--- src/rtl/sd_pkg.sv ---
// Shared definitions for the SPI-mode SD card response path: response type
// encodings, response lengths, receiver FSM states and the timeout response.
package sd_pkg;

  // response_type encodings driven by the controller FSM (3 is treated as R1)
  localparam logic [1:0] SdRespR1   = 2'd0;
  localparam logic [1:0] SdRespR1b  = 2'd1;
  localparam logic [1:0] SdRespR3R7 = 2'd2;

  // Response lengths in bits, counting the start bit
  localparam logic [5:0] SdLenShort = 6'd8;
  localparam logic [5:0] SdLenLong  = 6'd40;

  // Value reported when no start bit arrives inside the N_CR window
  localparam logic [39:0] SdTimeoutResp = 40'hFF_FFFF_FFFF;

  typedef enum logic [2:0] {
    SdIdle      = 3'd0,
    SdWaitStart = 3'd1,
    SdShift     = 3'd2,
    SdWaitBusy  = 3'd3,
    SdDone      = 3'd4
  } sd_rx_state_e;

  // Number of bits to collect for the latched response kind
  function automatic logic [5:0] sd_resp_len(input logic is_long);
    return is_long ? SdLenLong : SdLenShort;
  endfunction

endpackage

--- src/rtl/sd_resp_receiver.sv ---
// SPI-mode SD response receiver: hunts MISO for the start bit within N_CR,
// shifts in an R1 / R1b / R3-R7 response MSB-first, waits out R1b busy and
// reports completion with a one-cycle valid strobe (optionally a timeout).
module sd_resp_receiver
  import sd_pkg::*;
#(
  parameter int NCR_MAX_SAMPLES  = 80,
  parameter int BUSY_MAX_SAMPLES = 500000
) (
  input  logic        clock,
  input  logic        reset,
  input  logic        miso,
  input  logic        sample_en,
  input  logic        receive,
  input  logic [1:0]  response_type,
  output logic [39:0] response,
  output logic        response_valid,
  output logic        timeout,
  output logic        busy
);

  // Both limits live in the 24-bit sample counter domain
  localparam logic [23:0] NcrLimit  = 24'(NCR_MAX_SAMPLES);
  localparam logic [23:0] BusyLimit = 24'(BUSY_MAX_SAMPLES);

  sd_rx_state_e state_q, state_d;
  logic         is_long_q, is_long_d;
  logic         is_r1b_q, is_r1b_d;
  logic [39:0]  shift_q, shift_d;
  logic [5:0]   bit_cnt_q, bit_cnt_d;
  logic [23:0]  sample_cnt_q, sample_cnt_d;
  logic         tmo_flag_q, tmo_flag_d;

  logic [5:0]   bit_cnt_inc;
  logic [23:0]  sample_cnt_inc;
  logic         ncr_hit;
  logic         busy_hit;

  // The sample counter saturates at its limit, so the increment cannot wrap
  // for any legal limit; the hit flags include the sample being taken now.
  assign bit_cnt_inc    = bit_cnt_q + 6'd1;
  assign sample_cnt_inc = sample_cnt_q + 24'd1;
  assign ncr_hit        = (sample_cnt_inc >= NcrLimit);
  assign busy_hit       = (sample_cnt_inc >= BusyLimit);

  // Next-state logic for the FSM, shift register and counters
  always_comb begin
    state_d      = state_q;
    is_long_d    = is_long_q;
    is_r1b_d     = is_r1b_q;
    shift_d      = shift_q;
    bit_cnt_d    = bit_cnt_q;
    sample_cnt_d = sample_cnt_q;
    tmo_flag_d   = tmo_flag_q;

    unique case (state_q)
      SdIdle: begin
        // sample_en is ignored here, so a coinciding sample is never used
        if (receive) begin
          is_long_d    = (response_type == SdRespR3R7);
          is_r1b_d     = (response_type == SdRespR1b);
          shift_d      = '0;
          bit_cnt_d    = '0;
          sample_cnt_d = '0;
          tmo_flag_d   = 1'b0;
          state_d      = SdWaitStart;
        end
      end

      SdWaitStart: begin
        if (sample_en) begin
          if (!miso) begin
            // Start bit doubles as R1 bit 7, so it is kept in the response
            shift_d   = {shift_q[38:0], 1'b0};
            bit_cnt_d = 6'd1;
            state_d   = SdShift;
          end else if (ncr_hit) begin
            sample_cnt_d = NcrLimit;
            shift_d      = SdTimeoutResp;
            tmo_flag_d   = 1'b1;
            state_d      = SdDone;
          end else begin
            sample_cnt_d = sample_cnt_inc;
          end
        end
      end

      SdShift: begin
        if (sample_en) begin
          shift_d   = {shift_q[38:0], miso};
          bit_cnt_d = bit_cnt_inc;
          if (bit_cnt_inc == sd_resp_len(is_long_q)) begin
            if (is_r1b_q) begin
              // Busy phase gets its own fresh sample budget
              sample_cnt_d = '0;
              state_d      = SdWaitBusy;
            end else begin
              state_d = SdDone;
            end
          end
        end
      end

      SdWaitBusy: begin
        // Runs whatever the R1 error bits say; R1 stays in the response
        if (sample_en) begin
          if (miso) begin
            state_d = SdDone;
          end else if (busy_hit) begin
            sample_cnt_d = BusyLimit;
            tmo_flag_d   = 1'b1;
            state_d      = SdDone;
          end else begin
            sample_cnt_d = sample_cnt_inc;
          end
        end
      end

      SdDone: begin
        state_d = SdIdle;
      end

      default: begin
        state_d = SdIdle;
      end
    endcase
  end

  // State and datapath registers with asynchronous reset
  always_ff @(posedge clock or posedge reset) begin
    if (reset) begin
      state_q      <= SdIdle;
      is_long_q    <= 1'b0;
      is_r1b_q     <= 1'b0;
      shift_q      <= '0;
      bit_cnt_q    <= '0;
      sample_cnt_q <= '0;
      tmo_flag_q   <= 1'b0;
    end else begin
      state_q      <= state_d;
      is_long_q    <= is_long_d;
      is_r1b_q     <= is_r1b_d;
      shift_q      <= shift_d;
      bit_cnt_q    <= bit_cnt_d;
      sample_cnt_q <= sample_cnt_d;
      tmo_flag_q   <= tmo_flag_d;
    end
  end

  // Outputs decode straight from registers, so reset clears them at once
  assign response       = shift_q;
  assign response_valid = (state_q == SdDone);
  assign timeout        = (state_q == SdDone) && tmo_flag_q;
  assign busy           = (state_q != SdIdle);

endmodule

--- config.mk ---
export PLATFORM = sky130hd
export DESIGN_NAME = sd_resp_receiver
export DESIGN_NICKNAME = d
export VERILOG_FILES = /design/src/rtl/sd_pkg.sv /design/src/rtl/sd_resp_receiver.sv
export SDC_FILE = /design/constraint.sdc
export NUM_CORES = 1
export LEC_CHECK = 0
export BUFFER_PORTS_ARGS = -buffer_cell sky130_fd_sc_hd__clkbuf_2
export CAP_MARGIN = 10
export CELL_PAD_IN_SITES_DETAIL_PLACEMENT = 1
export CELL_PAD_IN_SITES_GLOBAL_PLACEMENT = 1
export CORE_MARGIN = 5
export CORE_UTILIZATION = 25
export DETAILED_ROUTE_END_ITERATION = 7
export PLACE_DENSITY = 0.47
export SKIP_CTS_REPAIR_TIMING = 1
export SLEW_MARGIN = 15
export SYNTH_ARGS = -nofsm -noshare
export SYNTH_HDL_FRONTEND = slang
export SYNTH_SLANG_ARGS = --single-unit
--- constraint.sdc ---
create_clock -name clock -period 3.5 [get_ports clock]
set_clock_uncertainty 0.2 [all_clocks]
set_input_delay 0.525 -clock clock [delete_from_list [all_inputs] [get_ports clock]]
set_output_delay 0.525 -clock clock [all_outputs]
set_load 0.02 [all_outputs]
---- Yosys cells after proc, flatten, opt, wreduce, memory -nomap -nowiden ----
Cells that the tools add are included.
cells by class
  eq/ne operators ......................... 20
  $lt $le $gt $ge ......................... 2
  muxes and demuxes ....................... 42
  add/subtract/negate cells ............... 2
  reductions and logical operators ........ 12
operators by type and width
  kind                                                                 number
  2-to-1 mux 24 bit                                                    10
  2-to-1 mux 40 bit                                                    5
  case mux 40 bit (3 select lines)                                     1
  case mux 24 bit (4 select lines)                                     1
  2-to-1 mux 3 bit                                                     10
  2-to-1 mux 6 bit                                                     5
  adder 24 x 1 -> 24 bit, second input constant                        1
  greater-or-equal comparator 24 x 19 -> 1 bit, second input constant  1
  greater-or-equal comparator 24 x 7 -> 1 bit, second input constant   1
  inequality test 2 bit, second input constant                         11
  case mux 6 bit (3 select lines)                                      1
  case mux 3 bit (4 select lines)                                      1
  AND reduction 5 bit                                                  2
  AND reduction 9 bit                                                  1
  nonzero test 3 bit                                                   3
  AND reduction 8 bit                                                  1
  2-to-1 mux 1 bit                                                     7
  AND reduction 7 bit                                                  1
  adder 6 x 1 -> 6 bit, second input constant                          1
  == test 3 x 2 -> 1 bit, second input constant                        2
  == test 6 bit                                                        1
  inequality test 3 bit, second input constant                         2
  nonzero test 4 bit                                                   1
  == test 3 x 1 -> 1 bit, second input constant                        1
  7 further kinds                                                      7
storage, ports and cells
  bits of input ports ..................... 7
  flip-flop bits (word level) ............. 76
  logic and storage cells ................. 85

---- Depth between registers and ports, before layout ----
  depth in word-level cells ............... 6
  gate-level depth with buffers ........... 11
  gate-level depth less buffers ........... 9

---- Worst setup path after synthesis ----
OpenSTA, ideal clock, no wires.
  kind .................................... reg2reg
  start point ............................. reg sample_cnt_q[0]
  end point ............................... reg shift_q[20] (netlist: response[20])
  stages on the path, launching flop included .. 12
  clock period less this slack ............ 2.895 ns
  buffers on the path ..................... 2
  library setup time ...................... 0.137 ns
  arrival time ............................ 2.558 ns
  required time ........................... 3.163 ns
  path slack .............................. 0.605 ns
  path through ............................ dfrtp_1 -> ha_1 -> and4_1 -> clkbuf_1 -> nand4_1 -> nor4_1 -> o22ai_1 -> nand4b_1 -> o31a_1 -> buf_2 -> nor2_1 -> a21oi_1
between the ends
  longest elaborated chain between the ends .. 4
RTL lines
  element                                      line                     text
  start, declared                              sd_resp_receiver.sv:31   logic [23:0] sample_cnt_q, sample_cnt_d;
  start signal, assigned                       sd_resp_receiver.sv:145  sample_cnt_q <= sample_cnt_d;
  adder 24 x 1 -> 24 bit                       sd_resp_receiver.sv:42   assign sample_cnt_inc = sample_cnt_q + 24'd1;
  greater-or-equal comparator 24 x 7 -> 1 bit  sd_resp_receiver.sv:43   assign ncr_hit = (sample_cnt_inc >= NcrLimit);
  inequality test 3 bit (no line)              -
  AND reduction 5 bit (no line)                -
  end signal, assigned                         sd_resp_receiver.sv:143  shift_q <= shift_d;
  end, declared                                sd_resp_receiver.sv:29   logic [39:0] shift_q, shift_d;
Every way passes these cells.
A chain may end at the register's enable or synchronous reset.

---- Final worst setup path ----
  start point ............................. reg sample_cnt_q[8]
  end point ............................... reg state_q[2]
between the ends
  longest elaborated chain between the ends .. 4
RTL lines
  element                                                                                                             line                                            text
  adder 24 x 1 -> 24 bit *                                                                                            sd_resp_receiver.sv:42
  greater-or-equal comparator 24 x 7 -> 1 bit / greater-or-equal comparator 24 x 19 -> 1 bit (equally long branches)  sd_resp_receiver.sv:43, sd_resp_receiver.sv:44
  inequality test 3 bit (no line)                                                                                     -
  AND reduction 7 bit (no line) *                                                                                     -
  end signal, assigned                                                                                                sd_resp_receiver.sv:132                         state_q <= SdIdle;
  end signal, assigned                                                                                                sd_resp_receiver.sv:140                         state_q <= state_d;
  end, declared                                                                                                       sd_resp_receiver.sv:26                          sd_rx_state_e state_q, state_d;
Every way passes the cells marked *; elsewhere a longest branch is shown, timed or not.

==> flow_metrics.py <==
metrics = {
    "placement": {
        "port_buffers": 49,
        "gp_congestion": 0.748,
        "dpl.hpwl_um": 9490,
    },
    "synth": {
        "yosysMostFrequentCell": "nand2_1",
        "ys_warn_count": 0,
        "synth_edf_count": 0,
        "synth-seq-area-share_pct": 44.4,
        "yosys.area.top_type_share_pct": 44.4,
        "syn_area_um2": 4280,
        "async_reset_ff_share_pct": 100,
        "ys_ff_latch": 76,
        "synthFlopType": "dfrtp_1",
        "synthDistinctLibCells": 55,
        "synth_top_cells_by_count": "nand2_1, dfrtp_1, nor2_1",
        "netlist_instances": 523,
        "syn_area_per_cell_um2": 8.19,
        "synth_fp_nets": 533,
        "synthTopCellsByArea": "dfrtp_1, nand2_1, a21oi_1",
        "yosys.area.top_type": "dfrtp_1",
    },
    "layout": {
        "finish.net_count": 574,
        "n_antenna_cell": 0,
        "multiInputGateArea_um2": 2200,
        "area.growth.synth_to_final_pct": 20.7,
        "drive_above_1_share_pct": 17.6,
        "fillers": 2022,
        "register_area_um2": 1910,
    },
    "cts": {
        "cts_buffer_depth": 2,
        "clock_sinks": 76,
        "path_clk_slew_ns": 0.07,
        "cts_root_buffer": "clkbuf_16",
        "cts_buffers": 9,
        "cts_htree_levels": 3,
        "clock_latency_ns": 0.35,
        "cts_tree": "yes",
    },
    "setup_path": {
        "crit_path_max_fanout": 7,
        "worstSetupPathType": "flop to flop",
        "arrival_ns": 3.37,
        "cp-start-kind": "flop",
        "required_ns": 3.53,
        "cp-end-kind": "flop",
    },
    "detailed_routing": {
        "drcViolationCount": 0,
        "via_per_inst": 5.01,
        "dr.pass1.iters": 4,
        "wl_per_cell_um": 16.9,
        "drt_iter0_markers": 190,
        "drtAntennaViolNets": 0,
        "finalWirelength_um": 13300,
        "num_vias": 3953,
    },
    "pwr": {
        "power.density_nw_per_um2": 902,
        "p_seq_share_pct": 31.7,
        "clockPowerShare_pct": 23.0,
        "pwr-share-comb_pct": 45.3,
        "leakage_nw": 2.29,
        "swShare_pct": 45.8,
        "p_int_mw": 2.53,
        "switchingPower_mw": 2.14,
        "vdd_drop_max_mv": 0.302,
    },
    "die": {
        "core_area_um2": 16700,
        "dieArea_um2": 19900,
        "initial_core_util_pct": 25.7,
        "ios": 50,
        "die_h_um": 141,
        "rows": 47,
        "die_w_um": 141,
    },
    "timing": {
        "period_needed_ns": 3.34,
        "hold_viol": 0,
        "rsz0062_at_grt": "false",
        "setup_viol_count_final": 0,
        "holdWs_ns": 0.130,
        "relSlewSlack_pct": 39.5,
        "tns_ns": 0,
        "fin_crit_sh_pct": 95.4,
        "worst_slew_pin_slew_ns": 0.907,
        "slew_violations": 0,
        "max_freq_mhz": 300,
    },
    "grt": {
        "grt_pass1_vias": 3996,
        "grt_pass1_wl_um": 22100,
        "grt_antenna_before_repair": 0,
        "grt_max_degree": 50,
        "grt.overflow.total": 0,
        "grt.total_usage_pct": 13.8,
    },
    "run_status": {
        "status": "completed",
    },
    "job": {
        "maxCapViolCount": 0,
    },
    "hold_path": {
        "hp-class": "input pin to async pin",
    },
}
[kinds of logic after synthesis]
logic type               count (synthesis)  synth area share, %
AO/OA/AOI/OAI                          123                 17.7
XOR/XNOR                                11                 2.25
adder cells (fa/ha/maj)                  3                0.876
buffers and inverters                   50                 5.08
flip-flops                              76                 44.4
multiplexers                             2                0.467
AND/OR/NAND/NOR                        258                 29.2
[stage by stage]
| step | setup WS, ns | util, % | power, mW | instances | instance area (um^2) |
|---|---|---|---|---|---|
| 2_1_floorplan | 0.605 | - | 2.86 | 523 | 4280 |
| 3_3_place_gp | 0.0883 | 28.8 | 3.61 | 771 | 4810 |
| 3_5_place_dp | 0.128 | 28.8 | 3.66 | 771 | 4810 |
| 4_1_cts | 0.104 | 30.8 | 4.77 | 787 | 5140 |
| 5_1_grt | 0.0206 | 31.0 | 5.04 | 789 | 5170 |
| 6_report | 0.161 | 31.0 | 4.66 | 789 | 5170 |
[flip-flops by register name, indices dropped and copies added (netlist names)]
| signal | cells |
|---|---|
| is_long_q | 1 |
| state_q | 3 |
| response | 40 |
| tmo_flag_q | 1 |
| bit_cnt_q | 6 |
| is_r1b_q | 1 |
| sample_cnt_q | 24 |
[worst max-delay path, cell delays in order, from the launching register on]
cell and delay [ns]:
dfrtp_1 0.47, and4_1 0.38, nand4_1 0.21, or4_1 0.59, and2_1 0.19, or4_1 0.54, nor3_2 0.30, nand2_1 0.15
and4_1 0.19
[per-layer routing]
metal | GRT usage (%) | up-vias | part of all wire, %
li1 | - | 1932 | -
met1 | 19.2 | 1955 | 49
met2 | 21.9 | 53 | 46
met3 | 2.24 | 13 | 3.0
met4 | 4.28 | 0 | 1.4
met5 | 0 | - | 0
[worst paths after layout]
kind / startpoint / endpoint / slack [ns] / cells after the start
setup reg to reg: sample_cnt_q[8] / state_q[2] / 0.16 / 8
min in group clock: response_type[1] / is_long_q / 0.24 / 3
max in group asynchronous: reset / response[7] / 2.20 / 3
hold / removal: reset / sample_cnt_q[13] / 0.13 / 2
setup / recovery: sample_cnt_q[8] / state_q[2] / 0.16 / 8
hold reg to reg: bit_cnt_q[5] / bit_cnt_q[5] / 0.32 / 1
[power by group through the flow]
stage,logic [mW],registers [mW],clock network (mW)
after CTS,2.17,1.49,1.12
after detailed placement,2.16,1.50,0
after global placement,2.12,1.49,0
final,2.11,1.48,1.07
after floorplan,1.16,1.70,0
after global routing,2.36,1.54,1.14
[final cells by class]
cell class              count  share of cell area, %
multi-input cells         397                   42.5
flip-flops and latches     76                   36.9
repair buffers             71                   8.18
well taps                 220                   5.32
clock buffers              10                   4.62
clock inverters             6                   1.86
inverters                   9                  0.678
[cell usage in the layout, fill, tap and decap left out, types with 6 or more instances in the layout]
master / Yosys / routed
nor3_1: 7 / 7
buf_4: 3 / 21
a21oi_1: 51 / 49
xnor2_1: 7 / 7
o21ai_0: 25 / 25
and4_1: 8 / 8
clkbuf_2: 2 / 49
clkbuf_16: 0 / 9
nand4_1: 13 / 13
inv_1: 9 / 8
nor2_1: 58 / 58
nand2b_1: 6 / 6
nand3_1: 32 / 32
and2_1: 9 / 9
and3_1: 11 / 11
nand2_1: 85 / 85
dfrtp_1: 76 / 73
No activity file was read; power rests on OpenSTA's default activity.
